===== src/rtl/loader_pkg.sv =====
// Shared types and constants for the boot program loader.
package loader_pkg;
  typedef enum logic {S_LOAD, S_RUN} state_e;
  localparam logic [31:0] END_MARKER_DEF = 32'hffff_ffff;
endpackage


===== src/rtl/byte_fifo.sv =====
// Show-ahead byte FIFO with a sticky overflow flag; a full FIFO accepts a push only alongside a pop.
module byte_fifo #(
  parameter int FIFO_LOG2 = 4
) (
  input  logic       clk,
  input  logic       reset,
  input  logic       push_i,
  input  logic [7:0] din_i,
  input  logic       pop_i,
  output logic [7:0] dout_o,
  output logic       empty_o,
  output logic       full_o,
  output logic       overflow_o
);
  localparam int DEPTH = 1 << FIFO_LOG2;

  logic [7:0]           mem_q [DEPTH];
  logic [FIFO_LOG2-1:0] wr_q, rd_q;
  logic [FIFO_LOG2:0]   cnt_q;
  logic                 ovf_q;
  logic                 pop_ok, push_ok;

  assign empty_o    = (cnt_q == '0);
  assign full_o     = cnt_q[FIFO_LOG2];
  assign pop_ok     = pop_i & ~empty_o;
  assign push_ok    = push_i & (~full_o | pop_ok);
  assign dout_o     = empty_o ? 8'h00 : mem_q[rd_q];
  assign overflow_o = ovf_q;

  always_ff @(posedge clk) begin
    if (push_ok) mem_q[wr_q] <= din_i;
  end

  always_ff @(posedge clk) begin
    if (reset) begin
      wr_q  <= '0;
      rd_q  <= '0;
      cnt_q <= '0;
      ovf_q <= 1'b0;
    end else begin
      if (push_ok) wr_q <= wr_q + FIFO_LOG2'(1);
      if (pop_ok)  rd_q <= rd_q + FIFO_LOG2'(1);
      case ({push_ok, pop_ok})
        2'b10:   cnt_q <= cnt_q + (FIFO_LOG2+1)'(1);
        2'b01:   cnt_q <= cnt_q - (FIFO_LOG2+1)'(1);
        default: cnt_q <= cnt_q;
      endcase
      if (push_i && full_o && !pop_ok) ovf_q <= 1'b1;
    end
  end
endmodule


===== src/rtl/program_loader_ctrl.sv =====
// Boot loader: assembles big-endian words from UART bytes into imem, then hands imem to the CPU.
// Define LOADER_CHECKSUM_EN to expose load_sum_o, the mod-2^32 sum of all written words.
module program_loader_ctrl
  import loader_pkg::*;
#(
  parameter int          IMEM_AW    = 14,
  parameter int          FIFO_LOG2  = 4,
  parameter logic [31:0] END_MARKER = END_MARKER_DEF
) (
  input  logic               clk,
  input  logic               reset,
  input  logic [7:0]         rx_data_i,
  input  logic               rx_valid_i,
  input  logic [IMEM_AW-1:0] cpu_pc_i,
  output logic [IMEM_AW-1:0] imem_addr_o,
  output logic [31:0]        imem_wdata_o,
  output logic               imem_we_o,
  output logic               cpu_run_o,
  output logic [IMEM_AW:0]   load_count_o,
  output logic               load_overflow_o,
  output logic [7:0]         in_data_o,
  output logic               in_valid_o,
  input  logic               in_ready_i,
  output logic               in_overflow_o
`ifdef LOADER_CHECKSUM_EN
  ,
  output logic [31:0]        load_sum_o
`endif
);
  state_e           state_q;
  logic [31:0]      shift_q, wdata_q, word_d;
  logic [1:0]       idx_q;
  logic [IMEM_AW:0] load_count_q;
  logic             we_q, cpu_run_q, ovf_q;
  logic             fifo_empty, fifo_full;

  assign word_d = {shift_q[23:0], rx_data_i};

  always_ff @(posedge clk) begin
    if (reset) begin
      state_q      <= S_LOAD;
      shift_q      <= '0;
      idx_q        <= '0;
      wdata_q      <= '0;
      we_q         <= 1'b0;
      cpu_run_q    <= 1'b0;
      ovf_q        <= 1'b0;
      load_count_q <= '0;
    end else begin
      we_q <= 1'b0;
      // Count advances at the end of the write cycle so the write sees the pre-increment address.
      if (we_q) load_count_q <= load_count_q + (IMEM_AW+1)'(1);
      if (state_q == S_LOAD && rx_valid_i) begin
        shift_q <= word_d;
        idx_q   <= idx_q + 2'd1;
        if (idx_q == 2'd3) begin
          if (word_d == END_MARKER) begin
            state_q   <= S_RUN;
            cpu_run_q <= 1'b1;
          end else if (load_count_q[IMEM_AW]) begin
            ovf_q <= 1'b1;
          end else begin
            we_q    <= 1'b1;
            wdata_q <= word_d;
          end
        end
      end
    end
  end

`ifdef LOADER_CHECKSUM_EN
  logic [31:0] sum_q;
  always_ff @(posedge clk) begin
    if (reset)     sum_q <= '0;
    else if (we_q) sum_q <= sum_q + wdata_q;
  end
  assign load_sum_o = sum_q;
`endif

  assign imem_addr_o     = (state_q == S_RUN) ? cpu_pc_i : load_count_q[IMEM_AW-1:0];
  assign imem_wdata_o    = wdata_q;
  assign imem_we_o       = we_q;
  assign cpu_run_o       = cpu_run_q;
  assign load_count_o    = load_count_q;
  assign load_overflow_o = ovf_q;
  assign in_valid_o      = ~fifo_empty;

  byte_fifo #(.FIFO_LOG2(FIFO_LOG2)) u_in_fifo (
    .clk       (clk),
    .reset     (reset),
    .push_i    (rx_valid_i && state_q == S_RUN),
    .din_i     (rx_data_i),
    .pop_i     (in_ready_i),
    .dout_o    (in_data_o),
    .empty_o   (fifo_empty),
    .full_o    (fifo_full),
    .overflow_o(in_overflow_o)
  );

  logic unused_full;
  assign unused_full = fifo_full;
endmodule

===== config.mk =====
export PLATFORM = sky130hd
export DESIGN_NAME = program_loader_ctrl
export DESIGN_NICKNAME = d
export VERILOG_FILES = /design/src/rtl/loader_pkg.sv /design/src/rtl/byte_fifo.sv /design/src/rtl/program_loader_ctrl.sv
export SDC_FILE = /design/constraint.sdc
export NUM_CORES = 1
export LEC_CHECK = 0
export ABC_AREA = 1
export BUFFER_PORTS_ARGS = -buffer_cell sky130_fd_sc_hd__buf_2
export CAP_MARGIN = 20
export CORE_UTILIZATION = 30
export CTS_BUF_LIST = sky130_fd_sc_hd__clkbuf_2
export DETAILED_ROUTE_END_ITERATION = 8
export PLACE_DENSITY_LB_ADDON = 0.1
export SYNTH_ARGS = -nofsm -noshare
export SYNTH_HDL_FRONTEND = slang
export SYNTH_SLANG_ARGS = --single-unit

===== constraint.sdc =====
create_clock -name clk -period 4.75 [get_ports clk]
set_input_delay 0.475 -clock clk [delete_from_list [all_inputs] [get_ports clk]]
set_output_delay 0.475 -clock clk [all_outputs]
set_load 0.03 [all_outputs]

==> flow_metrics.py, run 1 <==
metrics = {
    "route": {
        "vias": 6986,
        "drtAntennaViolNets": 0,
        "drc": 0,
        "drt_iter0_drc": 346,
        "wl_per_cell_um": 17.0,
        "viasPerCell": 4.76,
        "drt_wl_total_mm": 25.0,
        "first_pass_iters": 5,
    },
    "floorplanning": {
        "fp.dieArea_mm2": 0.0308,
        "die_width_um": 175,
        "pin_count": 100,
        "num_rows": 63,
        "initial_utilization_pct": 30.5,
        "coreArea_mm2": 0.0296,
        "die_h_um": 175,
    },
    "outcome": {
        "status": "completed",
    },
    "yosys": {
        "yosysTopAreaCellShare_pct": 42.6,
        "seq_area_frac_synth_pct": 63.4,
        "ys_async_sr_fraction_pct": 0,
        "synth_cells": 904,
        "ys_ff_latch": 222,
        "synth_most_common_cell": "nor2_1",
        "ys_types": 29,
        "synth_ff_type": "edfxtp_1",
        "synth_edf_count": 128,
        "yosys.area.top_type": "edfxtp_1",
        "syn_area_mm2": 0.00902,
        "ys_top_cells_by_area": "edfxtp_1 (43%), dfxtp_1 (21%), o21ai_0 (6.5%)",
        "synth_commonest_cells": "nor2_1 (140), edfxtp_1 (128), o21ai_0 (117)",
        "syn_nets": 940,
        "synth-warning-count": 0,
        "avgSynthCellArea_um2": 9.98,
    },
    "job": {
        "max-cap-violations": 0,
    },
    "setup_path": {
        "worstPathArrival_ns": 3.23,
        "start_kind": "register",
        "critPathKind": "register to output port",
        "reg2reg_depth": 8,
        "cp_max_fo": 17,
        "crit_path_end_kind": "output port",
        "crit_required_ns": 4.28,
    },
    "clock_tree": {
        "root_buffer": "clkbuf_2",
        "numCtsBuffers": 59,
        "cts_buffer_depth": 3,
        "post_cts_buffers": 0,
        "clock-sinks": 222,
        "cts_resized": 0,
        "h-tree-depth": 2,
        "path_clk_slew_ns": 0.11,
        "cts_tree": "built",
        "clkLatencyLatePin_ns": 0.84,
    },
    "layout": {
        "nets": 1067,
        "n_fill_cell": 3145,
        "postLayoutCellArea_mm2": 0.0105,
        "areaGrowthSynthToFinish_pct": 16.1,
        "stdcell_count": 1468,
        "drive_gt1_share_pct": 20.4,
    },
    "sta": {
        "drv_slew": 0,
        "tightest_slew_ns": 1.02,
        "finalClockSkew_ns": 0.0640,
        "hold_viol_final": 0,
        "finalCritPeriodShare_pct": 77.9,
        "max_slew_margin_pct": 31.6,
        "fmax_mhz": 270,
        "layout_min_cycle_time_ns": 3.70,
        "setup_violations": 0,
        "rsz0062_at_grt": "false",
        "tns_ns": 0,
    },
    "power": {
        "peakVddDrop_uv": 173,
        "powerDensity_mw_per_mm2": 438,
        "p_total_w": 0.00459,
        "power.leakage_nw": 3.95,
    },
    "min_path": {
        "holdPathStages": 1,
        "hold_class": "input pin to register",
    },
    "global_route": {
        "antenna_found_initial": 2,
        "grt_overflow": 0,
        "grt_usage_pct": 16.4,
        "grt_pass1_wl_mm": 39.2,
        "grt_start_max_net_pins": 65,
        "grt_pass1_vias": 7033,
    },
    "placed_design": {
        "place_inst": 1350,
        "placed_area_mm2": 0.00985,
        "routabilityCongestion": 0.764,
        "hpwlAfterDp_mm": 15.6,
        "portBuffers": 99,
    },
}
## through the flow
step | hold WS (ns) | setup WS, ns | utilization, %
detailed placement | 0.442 | 1.88 | 33.2
global route | 0.00217 | 0.854 | 35.4
CTS | 0.00679 | 0.981 | 35.3
global placement | 0.444 | 1.94 | 33.2
floorplan | 0.445 | 2.59 | -
finish | 0.0907 | 1.05 | 35.4
## where the power goes
group          internal, W  leakage (nW)  switching, W
Sequential         0.00208          1.92     0.0000643
Clock             0.000527         0.416      0.000791
Combinational     0.000326          1.62      0.000796
## worst max-delay path, cell delays in order, from the launching register on
cell      delay (ns)
dfxtp_1         0.85
inv_1           0.58
o221ai_1        0.27
nand3_1         0.12
a21oi_1         0.30
buf_2           0.26
## state kept, by name (all words and copies together) (netlist names), named ones only
signal and count:
u_in_fifo.mem_q 128, u_in_fifo.cnt_q 5, imem_we_o 1, imem_wdata_o 32, u_in_fifo.overflow_o 1, idx_q 2
shift_q 24, load_overflow_o 1, cpu_run_o 1, u_in_fifo.wr_q 4, load_count_o 15, u_in_fifo.rd_q 4
## final cells by class
cell class	instances	area (um2)	share of cell area, %
Sequential cell	222	5730	54.6
Multi-Input combinational cell	572	2850	27.2
Timing Repair Buffer	117	656	6.26
Tap cell	390	488	4.66
Clock buffer	95	475	4.54
Inverter	59	223	2.12
Clock inverter	11	55.1	0.525
Antenna cell	2	5.00	0.0477
## cell usage in the layout, fill, tap and decap left out
| master | Yosys | routed |
|---|---|---|
| nor3_2 | 3 | 3 |
| nand3_4 | 1 | 1 |
| o22ai_1 | 10 | 10 |
| o21ai_0 | 117 | 117 |
| nand4_2 | 1 | 1 |
| inv_1 | 54 | 54 |
| o221ai_1 | 22 | 22 |
| buf_4 | 0 | 8 |
| a21oi_1 | 76 | 76 |
| nand2_2 | 1 | 1 |
| clkinvlp_4 | 0 | 1 |
| clkbuf_2 | 0 | 95 |
| ha_1 | 10 | 10 |
| buf_2 | 8 | 99 |
| nand3_1 | 25 | 25 |
| dlygate4sd3_1 | 0 | 10 |
| xnor2_1 | 2 | 2 |
| nand2_4 | 1 | 1 |
| edfxtp_1 | 128 | 128 |
| nor2_2 | 2 | 2 |
| a31oi_1 | 2 | 2 |
| xor2_1 | 5 | 5 |
| clkinv_2 | 1 | 1 |
| dfxtp_1 | 94 | 93 |
| nor2_1 | 140 | 140 |
| nand2_1 | 103 | 103 |
| dfxtp_2 | 0 | 1 |
| diode_2 | 0 | 2 |
| clkinv_1 | 1 | 9 |
| nor4_1 | 1 | 1 |
| clkinv_4 | 0 | 2 |
| inv_2 | 3 | 3 |
| nand4_1 | 39 | 39 |
| nor3_1 | 11 | 11 |
## metal layers
layer	GRT usage (%)	vias up	share of wire [%]
met4	6.49	2	2.6
met5	0	-	0.052
met2	26.5	186	45
met1	21.2	3270	47
li1	-	3475	-
met3	3.83	53	5.2
## kinds of logic (layout without fill, tap and decap cells)
family,Yosys count,in the layout,share of synthesized area [%]
AO/OA/AOI/OAI,227,227,13.7
XOR/XNOR,7,7,0.679
adder cells (fa/ha/maj),10,10,1.39
buffers and inverters,110,282,4.95
flip-flops,222,222,63.4
other,0,2,0
AND/OR/NAND/NOR,328,328,15.9
## timing repair
item,in CTS,in global routing
hold buffers,10,0
hold endpoints to repair,37,0
endpoints found under the setup margin,0,0
## worst paths after layout
kind	start	end	slack (ns)
max	register	in_data_o[3]	1.05
min	rx_data_i[6]	u_in_fifo.mem_q[3][6]	0.09
max reg2reg	cpu_run_o	imem_wdata_o[12]	1.89
min reg2reg	load_overflow_o	load_overflow_o	0.46
No activity file was read; power rests on OpenSTA's default activity.
==> run 2: changes to the inputs <==
==> constraint.sdc (replaced) <==
create_clock -name clk -period 3.5 [get_ports clk]
set_input_delay 0.35 -clock clk [delete_from_list [all_inputs] [get_ports clk]]
set_output_delay 0.35 -clock clk [all_outputs]
set_load 0.03 [all_outputs]
==> flow_metrics.py, run 2 (synthesis gave the netlist of run 1 again) <==
metrics = {
    "outcome": {
        "status": "completed",
    },
    "setup_path": {
        "start_kind": "register",
        "timing.rr.start": "cpu_run_o",
        "crit_required_ns": 3.15,
        "cp_max_fo": 13,
        "path_cells": "inv_1 > buf_4 > o21ai_0 > o221ai_1 > nand3_1 > a21oi_1 > buf_2",
        "worstPathArrival_ns": 2.68,
        "critPathKind": "register to output port",
        "crit_path_top_delay_cell": "dfxtp_1",
        "reg2reg_setup_slack_ns": 1.04,
        "crit_path_end_kind": "output port",
        "critPathMaxStageDelay_ns": 0.34,
    },
    "sta": {
        "setup_slack_ns": 0.468,
        "max_slew_margin_pct": 37.4,
        "fmax_mhz": 330,
        "drv_slew": 0,
        "hold_viol_final": 0,
        "tightest_slew_ns": 0.936,
        "setup_violations": 0,
        "finalCritPeriodShare_pct": 86.6,
        "holdWs_ns": 0.343,
        "finalClockSkew_ns": 0.0587,
        "rsz0062_at_grt": "false",
        "tns_ns": 0,
        "layout_min_cycle_time_ns": 3.03,
    },
    "clock_tree": {
        "cts_tree": "built",
        "clock-sinks": 222,
        "path_clk_slew_ns": 0.09,
        "numCtsBuffers": 61,
        "clkLatencyLatePin_ns": 0.86,
        "root_buffer": "clkbuf_2",
        "cts_buffer_depth": 3,
        "h-tree-depth": 2,
    },
    "layout": {
        "largest_register": "u_in_fifo.mem_q",
        "largest_reg_flops": 128,
        "final_common_cell": "nor2_1",
        "nets": 1091,
        "layout_common_cells": "nor2_1 (140), edfxtp_1 (128), o21ai_0 (117), nand2_1 (103), buf_2 (99)",
        "drive_gt1_share_pct": 21.7,
        "areaGrowthSynthToFinish_pct": 18.3,
        "n_fill_cell": 3133,
        "stdcell_count": 1488,
        "finish.utilization_pct": 36.0,
    },
    "power": {
        "power.leakage_nw": 4.07,
        "powerDensity_mw_per_mm2": 593,
        "peakVddDrop_uv": 247,
    },
    "placed_design": {
        "place_inst": 1371,
        "hpwlAfterDp_mm": 16.3,
        "routabilityCongestion": 0.749,
        "dpl_worst_slack_ns": 0.959,
        "portBuffers": 99,
    },
    "global_route": {
        "antenna_found_initial": 1,
        "grt_pass1_vias": 7046,
        "grt_overflow": 0,
        "grt_start_max_net_pins": 65,
        "grt_pass1_wl_mm": 39.6,
        "grt_usage_pct": 16.6,
    },
    "floorplanning": {
        "initial_utilization_pct": 30.5,
        "die_h_um": 175,
        "coreArea_mm2": 0.0296,
        "pin_count": 100,
        "num_rows": 63,
        "fp.dieArea_mm2": 0.0308,
        "die_width_um": 175,
    },
    "route": {
        "viasPerCell": 4.72,
        "vias": 7017,
        "drc": 0,
        "drtAntennaViolNets": 0,
        "first_pass_iters": 4,
        "drt_iter0_drc": 360,
        "drt_wl_total_mm": 25.0,
        "wl_per_cell_um": 16.8,
    },
    "min_path": {
        "hold_class": "input pin to register",
        "hold_start": "rx_data_i[5]",
    },
    "job": {
        "max-cap-violations": 0,
    },
}
==> run 2: cell count changes in the layout (fill, tap and decap cells not counted), sizes merged <==
| cell | previous run | this run |
|---|---|---|
| bufinv | 0 | 1 |
| clkbuf | 95 | 93 |
| buf | 107 | 128 |
| dlygate4sd3 | 10 | 11 |
| diode | 2 | 1 |
==> run 2: final timing paths <==
path                            to  depth (start not counted)
hold reg to reg   imem_wdata_o[28]                          2
setup reg to reg  imem_wdata_o[14]                          9
setup / recovery      in_data_o[4]                          7
hold / removal          shift_q[5]                          4
==> run 2: where the power goes <==
group	leakage [nW]	internal, W	switching (W)
Sequential	1.92	0.00283	0.0000722
Combinational	1.74	0.000479	0.00110
Clock	0.419	0.000774	0.00108
Total	4.07	0.00408	0.00225
==> run 2: stage by stage <==
| step | area (um2) | total power, W |
|---|---|---|
| 2_1_floorplan | 9020 | 0.00401 |
| 3_3_place_gp | 10000 | 0.00456 |
| 3_5_place_dp | 10000 | 0.00456 |
| 4_1_cts | 10700 | 0.00645 |
| 5_1_grt | 10700 | 0.00677 |
| 6_report | 10700 | 0.00633 |
==> run 2: layer usage <==
layer / global-route usage, % / part of all wire, % / up-vias
met1: 21.7 / 47 / 3282
met5: 0 / 0 / -
met2: 27.4 / 46 / 174
met3: 3.31 / 4.7 / 43
met4: 5.43 / 2.1 / 0
li1: - / - / 3518
==> run 2: cell type report <==
class / instances / area (um2) / share of cell area (%)
Tap cell: 390 / 488 / 4.57
Clock inverter: 12 / 80.1 / 0.750
Inverter: 59 / 223 / 2.09
Sequential cell: 222 / 5730 / 53.7
Clock buffer: 93 / 465 / 4.36
Timing Repair Buffer: 139 / 836 / 7.83
Antenna cell: 1 / 2.50 / 0.0234
Multi-Input combinational cell: 572 / 2850 / 26.7
==> run 2: what timing repair did <==
action                                  4_1_cts  5_1_grt
resized for setup                             0        0
hold buffers                                 11        0
setup buffers                                 0        0
hold endpoints to repair                    168        0
endpoints found under the setup margin        0        0
==> run 2: worst max-delay path: cells and delay by family, from the launching register on <==
kind	cells	cell delay, ns
buffers and inverters	3	0.81
AOI/OAI and AO/OA	3	0.57
DFF	1	0.34
and+or+nand+nor	1	0.12
